--- config.mk ---
export PLATFORM = sky130hd
export DESIGN_NAME = config_loader
export DESIGN_NICKNAME = d
export VERILOG_FILES = /design/src/rtl/config_loader.sv
export SDC_FILE = /design/constraint.sdc
export NUM_CORES = 1
export LEC_CHECK = 0
export ABC_AREA = 1
export BUFFER_PORTS_ARGS = -buffer_cell sky130_fd_sc_hd__buf_2
export CORE_UTILIZATION = 45
export CTS_CLUSTER_SIZE = 10
export DETAILED_ROUTE_END_ITERATION = 10
export PLACE_DENSITY = 0.8
export SLEW_MARGIN = 20
export SYNTH_ARGS = -nofsm -noshare
export SYNTH_HDL_FRONTEND = slang
export SYNTH_SLANG_ARGS = --single-unit
export TNS_END_PERCENT = 50
--- constraint.sdc ---
create_clock -name shift_clock -period 2.95 [get_ports shift_clock]
set_input_delay 0.59 -clock shift_clock [delete_from_list [all_inputs] [get_ports shift_clock]]
set_output_delay 0.59 -clock shift_clock [all_outputs]
set_load 0.01 [all_outputs]
--- src/rtl/config_loader.sv ---
// Serial configuration-chain loader: takes bitstream words over a valid/ready
// handshake and shifts them LSB first into the cell chain.
//
// state | meaning
// ------+-------------------------------------------------------------
// IDLE  | waiting for start, user logic released
// LOAD  | data_ready high, waiting for the next bitstream word
// SHIFT | shifting the captured word into the chain, one bit per cycle
// DONE  | chain fully loaded, bits_loaded frozen until start
module config_loader #(
  parameter int CHAIN_BITS = 650,
  parameter int WORD_WIDTH = 8
) (
  input  logic                              shift_clock,
  input  logic                              reset,
  input  logic                              start,
  input  logic                              abort,
  input  logic [WORD_WIDTH-1:0]             data_in,
  input  logic                              data_valid,
  output logic                              data_ready,
  output logic                              cfg_shift_in,
  output logic                              cfg_shift_enable,
  output logic                              user_reset_hold,
  output logic                              busy,
  output logic                              done,
  output logic [$clog2(CHAIN_BITS+1)-1:0]   bits_loaded
);

  localparam int CNT_W = $clog2(CHAIN_BITS + 1);
  localparam int IDX_W = (WORD_WIDTH > 1) ? $clog2(WORD_WIDTH) : 1;
  localparam logic [CNT_W-1:0] CHAIN_LAST = CNT_W'(CHAIN_BITS - 1);
  localparam logic [IDX_W-1:0] WORD_LAST  = IDX_W'(WORD_WIDTH - 1);

  typedef enum logic [1:0] {
    ST_IDLE  = 2'd0,
    ST_LOAD  = 2'd1,
    ST_SHIFT = 2'd2,
    ST_DONE  = 2'd3
  } state_t;

  state_t                  state, state_nxt;
  logic [WORD_WIDTH-1:0]   shift_reg;
  logic [IDX_W-1:0]        bit_idx;
  logic [CNT_W-1:0]        bit_cnt;
  logic                    load_word;
  logic                    shift_bit;
  logic                    clear_cnt;

  always_ff @(posedge shift_clock or posedge reset) begin
    if (reset) begin
      state <= ST_IDLE;
    end else begin
      state <= state_nxt;
    end
  end

  // abort wins over a same-cycle handshake or shift, so the word is dropped
  // and the partial count is left untouched.
  always_comb begin
    state_nxt = state;
    load_word = 1'b0;
    shift_bit = 1'b0;
    clear_cnt = 1'b0;
    case (state)
      ST_IDLE, ST_DONE: begin
        if (start) begin
          state_nxt = ST_LOAD;
          clear_cnt = 1'b1;
        end
      end
      ST_LOAD: begin
        if (abort) begin
          state_nxt = ST_IDLE;
        end else if (data_valid) begin
          load_word = 1'b1;
          state_nxt = ST_SHIFT;
        end
      end
      ST_SHIFT: begin
        if (abort) begin
          state_nxt = ST_IDLE;
        end else begin
          shift_bit = 1'b1;
          // chain-full check first: a short final word ends the load early
          if (bit_cnt == CHAIN_LAST) begin
            state_nxt = ST_DONE;
          end else if (bit_idx == WORD_LAST) begin
            state_nxt = ST_LOAD;
          end
        end
      end
      default: state_nxt = ST_IDLE;
    endcase
  end

  always_ff @(posedge shift_clock or posedge reset) begin
    if (reset) begin
      shift_reg <= '0;
      bit_idx   <= '0;
      bit_cnt   <= '0;
    end else begin
      if (load_word) begin
        shift_reg <= data_in;
        bit_idx   <= '0;
      end else if (shift_bit) begin
        shift_reg <= shift_reg >> 1;
        bit_idx   <= bit_idx + IDX_W'(1);
      end
      if (clear_cnt) begin
        bit_cnt <= '0;
      end else if (shift_bit) begin
        bit_cnt <= bit_cnt + CNT_W'(1);
      end
    end
  end

  assign data_ready       = (state == ST_LOAD);
  assign cfg_shift_enable = (state == ST_SHIFT);
  assign busy             = (state == ST_LOAD) || (state == ST_SHIFT);
  assign user_reset_hold  = busy;
  assign done             = (state == ST_DONE);
  assign cfg_shift_in     = cfg_shift_enable & shift_reg[0];
  assign bits_loaded      = bit_cnt;

endmodule

==> results of run 1 <==
## placed cells by master, fill, tap and decap left out
| master | synthesis | final |
|---|---|---|
| nand2_1 | 33 | 33 |
| dfrtp_1 | 23 | 23 |
| nor2_1 | 18 | 18 |
| nand3b_1 | 1 | 1 |
| nand2_4 | 1 | 1 |
| nand3_1 | 26 | 26 |
| a31oi_1 | 2 | 2 |
| o21ai_1 | 2 | 2 |
| o21ai_0 | 7 | 7 |
| a21oi_1 | 2 | 2 |
| buf_2 | 4 | 28 |
| o22ai_1 | 2 | 2 |
| a21o_1 | 1 | 1 |
| ha_1 | 7 | 7 |
| and3_1 | 2 | 2 |
| nor3_4 | 1 | 1 |
| inv_1 | 16 | 16 |
| a21oi_2 | 1 | 1 |
| nand3_2 | 2 | 2 |
| clkbuf_4 | 0 | 3 |
| inv_4 | 1 | 1 |
| nor3_1 | 1 | 1 |
| nand4_1 | 11 | 11 |
| clkinv_2 | 0 | 1 |
| inv_2 | 2 | 2 |
## per-stage QoR
step	utilization [%]	setup slack, ns	power (mW)	instance area [um^2]
6_report	54.0	0.990	0.986	1500
4_1_cts	54.0	0.971	0.993	1500
3_5_place_dp	53.0	1.31	0.845	1480
5_1_grt	54.0	0.890	1.08	1500
3_3_place_gp	53.0	1.34	0.836	1480
2_1_floorplan	-	1.37	0.756	1330
## metal layers
metal,vias to the layer above,track usage (%),wire [um]
li1,617,-,-
met1,534,24.7,1290
met2,21,26.9,1230
met3,2,1.38,51
met4,0,6.27,24
met5,-,0,0
## how the worst max path moves through the flow
stage / end / slack [ns]
3_5_place_dp: bits_loaded[2] / 1.31
6_report: data_ready / 0.99
5_1_grt: data_ready / 0.89
4_1_cts: busy / 0.97
3_3_place_gp: bits_loaded[2] / 1.34
2_1_floorplan: user_reset_hold / 1.37
## power breakdown
group	total [mW]	internal [mW]	switching, mW
logic	0.385	0.144	0.240
clock network	0.148	0.0506	0.0972
registers	0.453	0.397	0.0560
## cells by family after synthesis
family | share of synthesized area, %
AND/OR/NAND/NOR | 34.8
AO/OA/AOI/OAI | 7.24
buffers and inverters | 8.18
adder cells (fa/ha/maj) | 6.58
flip-flops | 43.2
## critical path, cell delays in order, from the launching register on
cell	delay [ns]
dfrtp_1	0.44
inv_1	0.07
ha_1	0.36
buf_2	0.20
## layout make-up
cell class / instances / area, um^2 / area share, %
clock buffers: 3 / 22.5 / 1.50
well taps: 31 / 38.8 / 2.58
multi-input cells: 120 / 647 / 43.0
inverters: 19 / 73.8 / 4.91
clock inverters: 1 / 5.00 / 0.333
repair buffers: 28 / 140 / 9.33
flip-flops and latches: 23 / 576 / 38.3
==> impl_metrics.tcl, run 1 <==
set metrics [dict create \
    outcome "finished clean" \
    whs_ns 0.430 \
    syn_inst 168 \
    min_period_ns 1.96 \
    tightest_slew_ns 0.857 \
    drt-initial-drc-count 41 \
    largest_reg_flops 10 \
    syn_nets 188 \
    period_share_pct 66.4 \
    end_kind "output pin" \
    finalSetupViolCount 0 \
    avgRoutedWirePerCell_um 11.5 \
    routed_wl_um 2600 \
    post-synth-top-count-cell "nand2_1" \
    core_area_um2 2780 \
    grt.total_usage_pct 17.1 \
    tritoncts "built" \
    dp_cells 221 \
    startpoint "state[1]" \
    r2r-end "shift_reg[6]" \
    initial_utilization_pct 47.9 \
    hp-class "input port to asynchronous set/reset pin" \
    cp_max_fo 10 \
    yosysTopAreaCell "dfrtp_1" \
    p_per_area_nw_per_um2 656 \
    antenna_found_initial 0 \
    required_ns 2.36 \
    clk_pin_slew_ns 0.13 \
    io_buffer_count 28 \
    setup_tns_ns 0 \
    ys_warn_count 0 \
    syn_area_per_cell_um2 7.92 \
    synth.top_cells.by_count "33 x nand2_1, 26 x nand3_1, 23 x dfrtp_1" \
    drv_slew 0 \
    cp-start-kind "flop" \
    htree_levels 1 \
    clock_latency_ns 0.31 \
    synth.distinct_cells 24 \
    worstSetupPathType "flop to output pin" \
    io-pin-count 29 \
    die_h_um 56.4 \
    clk_path_buf_depth 2 \
    rr_startpoint "state[1]" \
    die_width_um 56.4 \
    worstRegToRegCells 5 \
    nets 215 \
    postCtsResizedCells 0 \
    max_freq_mhz 510 \
    via_count 1174 \
    root_buffer "clkbuf_4" \
    die_area_um2 3180 \
    gp_congestion 0.774 \
    skew_ns 0.00266 \
    rsz0062_at_grt "false" \
    r2r_slack_ns 1.35 \
    drc 0 \
    fin_cells 225 \
    grt_pass1_vias 1012 \
    relSlewSlack_pct 42.8 \
    p_leak_nw 0.841 \
    ys_seq_area_share_pct 43.2 \
    cts_hold_buf 0 \
    maxCapViolCount 0 \
    cts_buffers 3 \
    areaGrowthSynthToFinish_pct 12.9 \
    place_hpwl_um 1900 \
    dr.pass1.iters 4 \
    drive_above_1_share_pct 20.6 \
    grt_pass1_wl_um 4350 \
    fp-row-count 19 \
    synth_top_cell_area_share_pct 43.2 \
    cts.sinks 23 \
    antenna_cells 0 \
    async_reset_ff_share_pct 100 \
    cts_setup_buffers 0 \
    synth_edf_count 0 \
    vdd_drop_max_mv 0.719 \
    final-hold-violation-count 0 \
    fillers 256 \
    synth_ff_type "dfrtp_1" \
    grt_max_degree 24 \
    avgViaCountPerCell 5.22 \
    ys_seq_elements 23 \
    grt_overflow 0 \
    final_antenna_net_count 0 \
    syn_area_um2 1330 \
    yosys-top-cells-area "dfrtp_1 43%, nand3_1 9.8%, nand2_1 9.3%" \
    worstPathArrival_ns 1.37 \
]
No activity file was read; power rests on OpenSTA's default activity.
==> run 2, diff against run 1 <==
Clock period 2.95 ns to 1.82 ns, I/O delays scaled along.
==> run 2 against run 1 <==
Clock-buffer cell count up 1. Setup slack lost 0.88 ns. Register-to-register slack got worse by 1.1 ns. Via count increased by 2.8%. Utilization is 1.0 points higher. Clock power grew 59%. Non-clock buffer count increased by 4. Sequential share of layout area decreased by 0.72 points. Clock skew rose by 0.0099 ns. Die area is the same. Sequential power grew 62%. Largest power group unchanged. Highest routed layer unchanged.
==> impl_metrics.tcl, run 2 (synthesis results as in run 1) <==
set metrics [dict create \
    outcome "finished clean" \
    die_h_um 56.4 \
    largest_reg_flops 10 \
    wl_met1_um 1270 \
    cp_max_fo 5 \
    required_ns 1.46 \
    drc 0 \
    areaGrowthSynthToFinish_pct 15.0 \
    setup_tns_ns 0 \
    clk_path_buf_depth 2 \
    clock_latency_ns 0.31 \
    clk_pin_slew_ns 0.13 \
    final_antenna_net_count 0 \
    pre_cts_slack_ns 0.236 \
    wl_met3_um 70 \
    gp_congestion 0.761 \
    final-hold-violation-count 0 \
    grt_overflow 0 \
    finalSetupViolCount 0 \
    drt-initial-drc-count 38 \
    die_area_um2 3180 \
    end_kind "output pin" \
    hp-class "input port to asynchronous set/reset pin" \
    cts_buffers 3 \
    fin_area_um2 1530 \
    period_share_pct 94.2 \
    grt.total_usage_pct 17.6 \
    io_buffer_count 28 \
    cp.buffers_inverters 3 \
    max_freq_mhz 583 \
    routed_wl_um 2610 \
    antenna_found_initial 0 \
    p_leak_nw 0.857 \
    initial_utilization_pct 47.9 \
    grt_pass1_vias 1069 \
    grt_pass1_wl_um 4400 \
    root_buffer "clkbuf_4" \
    grt_max_degree 24 \
    worstSetupPathType "flop to output pin" \
    fp-row-count 19 \
    htree_levels 1 \
    cp_top_family "flip-flops" \
    cp-start-kind "flop" \
    fin_ws_ns 0.105 \
    core_area_um2 2780 \
    place_hpwl_um 1950 \
    antenna_cells 0 \
    nets 219 \
    post-route-util_pct 55.1 \
    dr_wl_met2_um 1250 \
    vdd_drop_max_mv 0.964 \
    rsz0062_at_grt "false" \
    skew_ns 0.0126 \
    avgRoutedWirePerCell_um 11.4 \
    relSlewSlack_pct 77.7 \
    cp_slowest_stage_delay_ns 0.40 \
    r2r_slack_ns 0.21 \
    path_cells "inv_1, ha_1, inv_2, buf_2" \
    place_area_um2 1500 \
    drv_slew 0 \
    p_per_area_nw_per_um2 1090 \
    io-pin-count 29 \
    die_width_um 56.4 \
    top_layer_used "met4" \
    via_count 1207 \
    worstPathArrival_ns 1.35 \
    avgViaCountPerCell 5.27 \
    tightest_slew_ns 0.334 \
    min_period_ns 1.71 \
    final_common_cell "nand2_1" \
    final_cell_mix "33 x nand2_1, 28 x buf_2, 26 x nand3_1" \
    maxCapViolCount 0 \
    dr.pass1.iters 4 \
    drive_above_1_share_pct 22.2 \
    cts.sinks 23 \
    cp_slowest_cell "dfrtp_1" \
    tritoncts "built" \
]
run 2: cell count changes in the layout (fill, tap and decap cells not counted):
cell,previous run,this run
buf_4,0,4
clkbuf_1,0,1
clkinv_2,1,0
inv_1,16,15
inv_2,2,3
run 2: what timing repair did:
item	CTS	global route
setup buffers	0	1
hold buffers	0	0
endpoints found under the setup margin	0	2
gates resized for setup	0	1
run 2: worst register-to-register path, cell delays in order (launching register included):
cell and delay (ns):
dfrtp_1 0.42, inv_1 0.09, ha_1 0.24, nand2_4 0.17, inv_2 0.26, nand2_1 0.11
o21ai_0 0.17, a21oi_1 0.05
run 2: per-layer routing:
| layer | GRT usage, % | up-vias |
|---|---|---|
| li1 | - | 628 |
| met1 | 23.2 | 554 |
| met2 | 28.9 | 23 |
| met3 | 4.15 | 2 |
| met4 | 4.53 | 0 |
| met5 | 0 | - |
run 2: power breakdown:
part,internal [mW],total (mW),switching [mW]
clock network,0.0857,0.235,0.150
logic,0.280,0.691,0.412
registers,0.644,0.735,0.0908
total,1.01,1.66,0.652
run 2: metrics by stage:
step                      power [mW]  std cells  hold slack [ns]
after floorplan                 1.23        168            0.366
after global placement          1.39        224            0.419
after detailed placement        1.41        224            0.419
after CTS                       1.65        228           0.0673
after global routing            1.80        229           0.0900
final                           1.66        229           0.0605
run 2: final timing paths:
check | from | to | cells after the start
min in group shift_clock | data_in[7] | shift_reg[7] | 3
min reg2reg | shift_reg[7] | shift_reg[6] | 2
max in group asynchronous | reset | bits_loaded[2] | 3
max | state[0] | user_reset_hold | 4
max reg2reg | state[0] | bits_loaded[2] | 7
min | reset | shift_reg[3] | 3
run 2: cell type report:
cell class,count,area (um^2)
Fill cell,269,1250
Multi-Input combinational cell,120,647
Sequential cell,23,576
Timing Repair Buffer,32,170
Inverter,19,73.8
Tap cell,31,38.8
Clock buffer,4,26.3
==> run 3, diff against run 2 <==
Settings changed: MAX_ROUTING_LAYER set to met4, SKIP_CTS_REPAIR_TIMING set to 1.
==> run 3 against run 2 <==
Clock-buffer cell count did not move. Sequential power barely moved. Combinational power barely moved. Via count fell by 1.2%. Sequential share of layout area did not move. Clock skew barely moved. Sequential cell count did not move. Utilization did not move. Register-to-register slack barely moved. Design area did not move. Maximum frequency rose by 0.10%. Non-clock buffer count did not move. Critical path type unchanged. Largest cell class unchanged.
==> impl_metrics.tcl, run 3 (synthesis results as in run 1) <==
set metrics [dict create \
    avgRoutedWirePerCell_um 11.4 \
    routed_wl_um 2620 \
    worstSetupPathType "flop to output pin" \
    worstRegToRegCells 7 \
    root_buffer "clkbuf_4" \
    drive_above_1_share_pct 22.2 \
    io-pin-count 29 \
    tritoncts "built" \
    finalSetupViolCount 0 \
    clock_latency_ns 0.31 \
    path_cells "inv_1, ha_1, inv_2, buf_2" \
    final_cell_mix "33 x nand2_1, 28 x buf_2, 26 x nand3_1" \
    core_area_um2 2780 \
    avgViaCountPerCell 5.21 \
    io_buffer_count 28 \
    cp-start-kind "flop" \
    end_kind "output pin" \
    final_common_cell "nand2_1" \
    clk_path_buf_depth 2 \
    vdd_drop_max_mv 0.964 \
    drt-initial-drc-count 33 \
    grt_overflow 0 \
    antenna_cells 0 \
    cp_slowest_stage_delay_ns 0.40 \
    hp-class "input port to asynchronous set/reset pin" \
    r2r-end "bits_loaded[2]" \
    grt_pass1_vias 1073 \
    relSlewSlack_pct 77.7 \
    outcome "finished clean" \
    skew_ns 0.0124 \
    rsz0062_at_grt "false" \
    multi_input_area_um2 647 \
    report.power.total_mw 1.66 \
    largest_reg_flops 10 \
    clk_pin_slew_ns 0.13 \
    tightest_slew_ns 0.335 \
    setup_tns_ns 0 \
    areaGrowthSynthToFinish_pct 15.0 \
    p_per_area_nw_per_um2 1080 \
    cts.sinks 23 \
    maxCapViolCount 0 \
    fp-row-count 19 \
    final-hold-violation-count 0 \
    regArea_um2 576 \
    initial_utilization_pct 47.9 \
    place_hpwl_um 1950 \
    cp_slowest_cell "dfrtp_1" \
    die_width_um 56.4 \
    r2r_slack_ns 0.21 \
    cts_buffers 3 \
    drc 0 \
    min_period_ns 1.71 \
    grt_max_degree 24 \
    grt.total_usage_pct 18.0 \
    rr_startpoint "state[0]" \
    final_antenna_net_count 0 \
    nets 219 \
    via_count 1193 \
    dr.pass1.iters 4 \
    die_h_um 56.4 \
    fillers 269 \
    grt_pass1_wl_um 4400 \
    htree_levels 1 \
    die_area_um2 3180 \
    required_ns 1.46 \
    drv_slew 0 \
    max_freq_mhz 584 \
    gp_congestion 0.771 \
    period_share_pct 94.1 \
    antenna_found_initial 0 \
    p_leak_nw 0.857 \
    cp_max_fo 5 \
    worstPathArrival_ns 1.35 \
]
-- run 3: cell counts in the layout (fill, tap and decap cells not counted) --
No cell type changed its count.
-- run 3: power by group --
group / total [mW] / switching, mW / internal [mW]
clock network: 0.235 / 0.149 / 0.0856
logic: 0.690 / 0.410 / 0.280
registers: 0.735 / 0.0909 / 0.644
total: 1.66 / 0.650 / 1.01
-- run 3: routing by layer --
metal,up-vias,track usage (%),wire length [um]
li1,626,-,-
met1,546,23.2,1250
met2,19,28.9,1270
met3,2,4.15,69
met4,0,4.53,25
met5,-,-,0
-- run 3: critical path, delay by kind of cell, from the launching register on --
family / cells / cell delay, ns
adder cells (fa/ha/maj): 1 / 0.33
flip-flops: 1 / 0.40
buffers and inverters: 3 / 0.31
-- run 3: layout make-up --
class / instances / area share, %
multi-input cells: 120 / 42.2
flip-flops and latches: 23 / 37.6
repair buffers: 32 / 11.1
inverters: 19 / 4.82
well taps: 31 / 2.53
clock buffers: 4 / 1.72
-- run 3: worst max path at each step --
stage / startpoint / to / slack [ns]
floorplan: state[1] / shift_reg[0] / 0.39
global placement: state[0] / bits_loaded[2] / 0.33
detailed placement: state[0] / bits_loaded[2] / 0.24
CTS: state[0] / busy / 0.06
global route: state[0] / busy / 0.04
finish: state[0] / user_reset_hold / 0.11
-- run 3: metrics by stage --
step | util (%) | hold WS [ns] | instance area (um^2) | worst slack (ns) | instances
after floorplan | - | 0.366 | 1330 | 0.388 | 168
after global placement | 53.8 | 0.419 | 1500 | 0.331 | 224
after detailed placement | 53.8 | 0.419 | 1500 | 0.236 | 224
after CTS | 54.8 | 0.0673 | 1520 | 0.0615 | 228
after global routing | 55.1 | 0.0900 | 1530 | 0.0419 | 229
final | 55.1 | 0.0620 | 1530 | 0.107 | 229
